**config.mk**
```make
export PLATFORM = sky130hd
export DESIGN_NAME = ps2_keymap
export DESIGN_NICKNAME = d
export VERILOG_FILES = /design/src/rtl/ps2_keymap.sv
export SDC_FILE = /design/constraint.sdc
export NUM_CORES = 1
export LEC_CHECK = 0
export CAP_MARGIN = 20
export CORE_UTILIZATION = 30
export CTS_CLUSTER_SIZE = 16
export DETAILED_ROUTE_END_ITERATION = 6
export PLACE_DENSITY = 0.49
export SLEW_MARGIN = 15
export SYNTH_ARGS = -nofsm -noshare
export SYNTH_HDL_FRONTEND = slang
export SYNTH_SLANG_ARGS = --single-unit
```
**constraint.sdc**
```tcl
create_clock -name clk_sys -period 1.9 [get_ports clk_sys]
set_input_delay 0.19 -clock clk_sys [delete_from_list [all_inputs] [get_ports clk_sys]]
set_output_delay 0.19 -clock clk_sys [all_outputs]
set_load 0.005 [all_outputs]
```
**src/rtl/ps2_keymap.sv**
```systemverilog
// Run-time loadable PS/2 key table: each ps2_key event is scanned against every entry,
// one entry per clock, and each matching entry drives its button bit.

module ps2_keymap_entry (
    input  logic       clk_sys,
    input  logic       reset,
    input  logic       wr_code,
    input  logic       wr_flag,
    input  logic [7:0] data,
    input  logic       clear,
    input  logic       scan_sel,
    input  logic       ev_pressed,
    input  logic       ev_ext,
    input  logic [7:0] ev_code,
    output logic       button,
    output logic       match
);
    logic [7:0] code;
    logic       ext;
    logic       valid;

    // Code and ext bits deliberately survive reset; only valid is cleared.
    always_ff @(posedge clk_sys) begin
        if (wr_code) code <= data;
        if (wr_flag) ext  <= data[0];
    end

    always_ff @(posedge clk_sys) begin
        if (reset)        valid <= 1'b0;
        else if (wr_flag) valid <= data[7];
    end

    assign match = valid && (ext == ev_ext) && (code == ev_code);

    // Remapping an entry drops its button so a held key cannot stick on the old mapping.
    always_ff @(posedge clk_sys) begin
        if (reset)                    button <= 1'b0;
        else if (clear)               button <= 1'b0;
        else if (wr_code || wr_flag)  button <= 1'b0;
        else if (scan_sel && match)   button <= ev_pressed;
    end
endmodule

module ps2_keymap #(
    parameter int NUM_BUTTONS = 20,
    parameter int ADDR_W      = 7
) (
    input  logic                   clk_sys,
    input  logic                   reset,
    input  logic [10:0]            ps2_key,
    input  logic                   map_wr,
    input  logic [ADDR_W-1:0]      map_addr,
    input  logic [7:0]             map_data,
    input  logic                   clear,
    output logic [NUM_BUTTONS-1:0] buttons,
    output logic                   busy,
    output logic                   done,
    output logic                   hit,
    output logic                   overflow
);
    localparam int IDX_W = (NUM_BUTTONS > 1) ? $clog2(NUM_BUTTONS) : 1;
    localparam logic [IDX_W-1:0] LAST_IDX = IDX_W'(NUM_BUTTONS - 1);

    localparam logic [1:0] S_IDLE = 2'd0;
    localparam logic [1:0] S_SCAN = 2'd1;
    localparam logic [1:0] S_DONE = 2'd2;

    typedef struct packed {
        logic       pressed;
        logic       ext;
        logic [7:0] code;
    } key_ev_t;

    logic                   old_tog;
    logic                   key_event;
    key_ev_t                pend;
    logic                   pend_vld;
    key_ev_t                ev;
    logic [1:0]             state;
    logic [IDX_W-1:0]       idx;
    logic                   hit_acc;
    logic                   load;
    logic                   cur_match;
    logic [NUM_BUTTONS-1:0] match_vec;
    logic [ADDR_W-1:0]      wr_entry;

    assign key_event = (ps2_key[10] != old_tog);
    assign load      = pend_vld && (state == S_IDLE || state == S_DONE);
    assign cur_match = (state == S_SCAN) && match_vec[idx];
    assign busy      = (state != S_IDLE);
    assign wr_entry  = map_addr >> 1;

    // Tracking the toggle through reset means a level held across reset release is not an event.
    always_ff @(posedge clk_sys) begin
        old_tog <= ps2_key[10];
    end

    // One-deep pending slot; the slot frees in the same cycle the FSM consumes it.
    always_ff @(posedge clk_sys) begin
        if (reset) begin
            pend_vld <= 1'b0;
            overflow <= 1'b0;
        end else begin
            if (key_event && (!pend_vld || load)) begin
                pend     <= '{pressed: ps2_key[9], ext: ps2_key[8], code: ps2_key[7:0]};
                pend_vld <= 1'b1;
            end else begin
                if (load)      pend_vld <= 1'b0;
                if (key_event) overflow <= 1'b1;
            end
        end
    end

    always_ff @(posedge clk_sys) begin
        if (reset) begin
            state   <= S_IDLE;
            idx     <= '0;
            hit_acc <= 1'b0;
            done    <= 1'b0;
            hit     <= 1'b0;
        end else begin
            done <= 1'b0;
            hit  <= 1'b0;
            case (state)
                S_IDLE, S_DONE: begin
                    if (load) begin
                        ev      <= pend;
                        idx     <= '0;
                        hit_acc <= 1'b0;
                        state   <= S_SCAN;
                    end else begin
                        state   <= S_IDLE;
                    end
                end
                S_SCAN: begin
                    if (cur_match) hit_acc <= 1'b1;
                    if (idx == LAST_IDX) begin
                        state <= S_DONE;
                        done  <= 1'b1;
                        hit   <= hit_acc || cur_match;
                    end else begin
                        idx <= idx + 1'b1;
                    end
                end
                default: state <= S_IDLE;
            endcase
        end
    end

    // Out-of-range addresses never equal an entry index, so they fall through as no-ops.
    for (genvar i = 0; i < NUM_BUTTONS; i++) begin : g_ent
        logic sel;
        assign sel = map_wr && (wr_entry == ADDR_W'(i));

        ps2_keymap_entry u_ent (
            .clk_sys    (clk_sys),
            .reset      (reset),
            .wr_code    (sel && !map_addr[0]),
            .wr_flag    (sel && map_addr[0]),
            .data       (map_data),
            .clear      (clear),
            .scan_sel   ((state == S_SCAN) && (idx == IDX_W'(i))),
            .ev_pressed (ev.pressed),
            .ev_ext     (ev.ext),
            .ev_code    (ev.code),
            .button     (buttons[i]),
            .match      (match_vec[i])
        );
    end
endmodule
```
After elaboration in Yosys (flattened, before gate mapping). Cells that the tools add are included.

Register bits: 253. Bits in latches: 0. Memory bits (writable): 0. ROM bits: 0. Bits of input ports: 30. Output and inout bits: 24. Word-level logic and storage cells: 400. Memories kept: 0.

$add $sub $neg: 1. Multiply operators: 0. Divide/modulo/power cells: 0. $lt $le $gt $ge: 1. Equality and inequality tests: 85. Shifts and indexed selects: 0. Multiplexer cells: 13. Bitwise gates (word level): 4. Reduce and logical (&&, ||, !) cells: 202.

Operators with widths (number): == test 8 bit (20); logical AND 1 bit (143); OR reduction 3 bit (21); == test 6 x 4 -> 1 bit (second input constant) (8); == test 5 x 4 -> 1 bit (second input constant) (8); == test 6 x 3 -> 1 bit (second input constant) (4); == test 6 x 5 -> 1 bit (second input constant) (4); logical OR 1 bit (23); == test 1 bit (20); == test 5 x 3 -> 1 bit (second input constant) (4); == test 5 bit (second input constant) (4); == test 6 x 2 -> 1 bit (second input constant) (2); == test 5 x 2 -> 1 bit (second input constant) (2); 2-to-1 mux 5 bit (2); one-hot mux 5 bit (2 select lines) (1); AND reduction 3 bit (3); zero test 7 bit (1); == test 6 x 1 -> 1 bit (second input constant) (1); less-than comparator 5 x 6 -> 1 bit (second input constant) (1); 2-to-1 mux 1 bit (6); inequality test 2 bit (second input constant) (3); nonzero test 2 bit (3); adder 5 x 1 -> 5 bit (second input constant) (1); binary-select mux 1 bit (select 5 bit) (1); 14 further kinds (20).

Logic depth before layout (Yosys ltp).
Word-level depth: 8. Gate-level depth with buffers: 9. Mapped depth without buffers: 7.

By module. From an unflattened synthesis, not the netlist that was laid out.

Cell total of the unflattened synthesis: 810. Area total of the unflattened synthesis: 11657.4 sq um.

Modules (own cells, without submodules): ps2_keymap_entry (times used 20, cells each 31, area each 491.7 sq um, sequential area each 310.3 sq um); ps2_keymap (times used 1, cells each 190, area each 1823.0 sq um, sequential area each 860.8 sq um).

Worst setup path before layout. OpenSTA, ideal clock, no wires.

Path kind: input to register. Start: input map_addr[5]. End: register g_ent[8].u_ent.code[0], enable pin. Library setup time: 0.395 ns. Arrival time: 1.486 ns. Required time: 1.505 ns. Setup slack: 0.019 ns. Cell stages on the path: 3. Path buffers: 0. Cell sequence: nor2_1 -> nand4_1 -> nor4_1.

Cells in the longest elaborated chain, start to end: 3.

RTL lines: start, declared (RTL line 52) `input logic [ADDR_W-1:0] map_addr,`; == test 6 x 4 -> 1 bit (RTL line 153) `assign sel = map_wr && (wr_entry == ADDR_W'(i));`; logical AND 1 bit (RTL line 153); logical AND 1 bit (RTL line 158) `.wr_code (sel && !map_addr[0]),`; named net g_ent[8].u_ent.wr_code (RTL line 7) `input logic wr_code,`; end signal, assigned (RTL line 24) `if (wr_code) code <= data;`; end, declared (RTL line 18) `logic [7:0] code;`.

The timed path passes the listed nets, and every way through them passes these cells. A chain may end at the register's enable or synchronous reset.

Worst setup path in the final report.
Start: register ev[1] in the netlist's numbering. End: register hit.

Cells in the longest elaborated chain, start to end: 6. Elaborated cells between the ends (all ways): 44. Classes of those cells: eq/ne: 20; mux: 2; reduce/logical: 22.

RTL lines: start, declared (RTL line 78) `key_ev_t ev;`; start signal, assigned (RTL line 127) `ev <= pend;`; == test 8 bit (RTL line 33) `assign match = valid && (ext == ev_ext) && (code == ev_code);`; logical AND 1 bit (RTL line 33); binary-select mux 1 bit (select 5 bit) (*) (RTL line 89) `assign cur_match = (state == S_SCAN) && match_vec[idx];`; 2-to-1 mux 1 bit (not written as such) (*) (RTL line 89); logical AND 1 bit (*) (RTL line 89); logical OR 1 bit (*) (RTL line 140) `hit <= hit_acc || cur_match;`; end signal, assigned (RTL line 140); end, declared (RTL line 58) `output logic hit,`.

Mark *: on every way between the ends. The rest lies on a longest branch, timed or not. The select of a mux whose other input is x is not followed.

==> metrics <==
die width=195 microns; Mapped Area=11200 sq um; FP Rows=70; final instance area=15300 sq um; Detailed Place HPWL=21900 microns; Net Count, Synth=866; Main synth FF type=edfxtp_1; worst-path maximum fanout=6; Die H=between 150 and 200 microns; worst reg2reg path depth=11; Boundary Pins=54; H-tree levels=1; P per Cell Area=813 nW/um^2; critical path data required time=2330 ps; register bit total from synthesis=253; Peak Freq=between 0.4 and 0.5 GHz; CTS root buffer=clkbuf_16; Setup crit end kind=register; CTS buffer count=29; Comb pwr share=0.073; DRC Markers=0; input/output buffers=53; yosys warns=0; Setup WS pre-CTS=-479 ps; RSZ-0062 raised after global routing=yes; antenna-violating nets left=0; Synth top area share=0.536; Mapped Cells=831; placed insts=between 1k and 1.5k; register area share after synthesis=0.631; clk sinks=around 250; Hold Path Class=input port to register; Cell Count, Final, Fillers Out=1554; Via density=4.74; share of cells above drive strength 1=0.316; Setup violations, final=22; number of global-route vias before repair=between 7k and 8k; TritonCTS clock tree=yes; worst hold stages=1; DR vias=approximately 7.4k; Die ar.=roughly 38000 sq um; Avg WL per Cell=21.7 microns; Hold Fails Final Rpt=0; Async SR Flop Fraction=0; clk buf depth=3; final worst slack=-478 ps; clk slew on worst S/H paths=approximately 60 ps; CP Launch Type=register; initial DRC count=between 500 and 600; GRT Total Usage=0.174; pin count of the biggest net entering global routing=41; Clock power frac=0.440; Synth area leaders=edfxtp_1 (54%), xnor2_1 (13%), dfxtp_1 (9.5%), mux2i_1 (3.7%), nand4_1 (2.2%); First-pass DRT Iterations=5; Net Sw Frac=0.225; average size of a mapped cell=around 13 sq um; Clk Latency, worst-skew pair=550 ps; status=finished with violations; EDFF count, synth=200; violated checks=setup timing; sequential power share=0.487; post-layout net count=1098; Final Wtd Congestion=0.873; Critical Path AT=between 2000 and 3000 ps; final WL=33700 microns; Max Cap Viol=0; GRT Residual Overflow=0; Final Cycle Share=1.25; Area Growth Syn to Fin=36.3%; Tmin final=roughly 2400 ps; initial antenna violation count=0; global-route wire length before repair=48800 microns; commonest non-fill, non-tap cell in the layout=edfxtp_1; CP Class=register to register; Initial Util=0.305; Final Core Density=0.416; area post-placement=13300 sq um; Slew Limit Fails=0; Setup Skew=14.6 ps; biggest area consumer among synthesized cells=edfxtp_1; Slew headroom=0.596; Max IR drop VDD=0.000484 V; Synth cell types=50; P_int=0.00961 W; most frequent cells in the layout=edfxtp_1 (200), buf_4 (174), xnor2_1 (132); Worst-Margin Slew=approximately 610 ps; Psw=0.00280 W; Core Area=36700 sq um; diodes inserted=0; Leak=5.37 nW
[area by class of cell]
cell class              instances  area (sq um)
inverters                       6          22.5
fillers                      3403         21400
clock inverters                19           169
well taps                     468           586
repair buffers                262          2350
clock buffers                  35           748
multi-input cells             511          4330
flip-flops and latches        253          7070
[cells in the mapped netlist, types with 3 or more instances]
master	n
edfxtp_1	200
xnor2_1	163
dfxtp_1	53
nor2_1	46
nor3_1	42
mux2i_1	41
nand4_1	40
nand2_1	31
buf_4	24
nand3_1	24
clkbuf_1	21
a211oi_1	19
and3_1	18
xor2_1	17
nor4_1	12
buf_6	9
and2_1	8
buf_2	6
ha_1	5
inv_1	5
nor2b_1	5
nand2b_1	4
a21oi_1	3
nor3b_1	3
[what timing repair did]
item,4_1_cts,5_1_grt
resized for setup,46,83
pin swaps,25,54
endpoints found under the setup margin,20,22
hold buffers,0,0
buffers inserted,9,43
[layer usage]
metal / up-vias / global-route usage / share of wire
met3: 33 / 0.0173 / 0.032
li1: 3456 / - / -
met5: - / 0 / 0
met2: 149 / 0.286 / 0.48
met4: 0 / 0.0402 / 0.014
met1: 3729 / 0.246 / 0.47
[cells by family after synthesis]
group | share of synthesized area
simple gates | 0.117
mux | 0.0396
flops | 0.631
xor+xnor | 0.144
buf+inv | 0.0386
fa+ha+maj | 0.00558
compound gates | 0.0251
[flip-flops by register name, indices dropped and copies added (netlist names)]
name,cells
pend_vld,1
state,2
g_ent.u_ent.ext,20
hit_acc,1
pend,10
old_tog,1
hit,1
idx,5
g_ent.u_ent.button,20
ev,10
g_ent.u_ent.valid,20
g_ent.u_ent.code,160
done,1
overflow,1
[worst max-delay path: stages, from the launching register on]
cell	delay, ps
edfxtp_1	410
buf_12	170
buf_12	140
buf_4	150
xnor2_2	120
nand4_1	170
nor3_1	70
buf_4	160
a2111oi_1	510
nor4_2	100
a21oi_2	180
nor3_2	60
[power groups by stage]
stage	combinational (W)	sequential (W)	clock, W
floorplan	0.000351	0.00615	0
global placement	0.000792	0.00616	0
detailed placement	0.000793	0.00616	0
CTS	0.000824	0.00605	0.00555
global route	0.000961	0.00605	0.00575
finish	0.000907	0.00605	0.00546
[per-stage QoR]
stage / hold WS [ps] / power, W / TNS (ps)
floorplan: 218 / 0.00650 / 0
global placement: 407 / 0.00695 / -30730
detailed placement: 418 / 0.00696 / -30870
CTS: 119 / 0.0124 / -2220
global route: 125 / 0.0128 / -6530
finish: 128 / 0.0124 / -4190
[worst paths after layout]
path	start	endpoint	slack, ps
max	ev[1]$_DFFE_PP_	hit$_SDFF_PP0_	-480
min	map_data[7]	g_ent[2].u_ent.code[7]$_DFFE_PP_	130
max reg2reg	ev[1]$_DFFE_PP_	hit$_SDFF_PP0_	-480
min reg2reg	pend[0]$_DFFE_PP_	ev[0]$_DFFE_PP_	430
No activity file was read; power rests on OpenSTA's default activity.
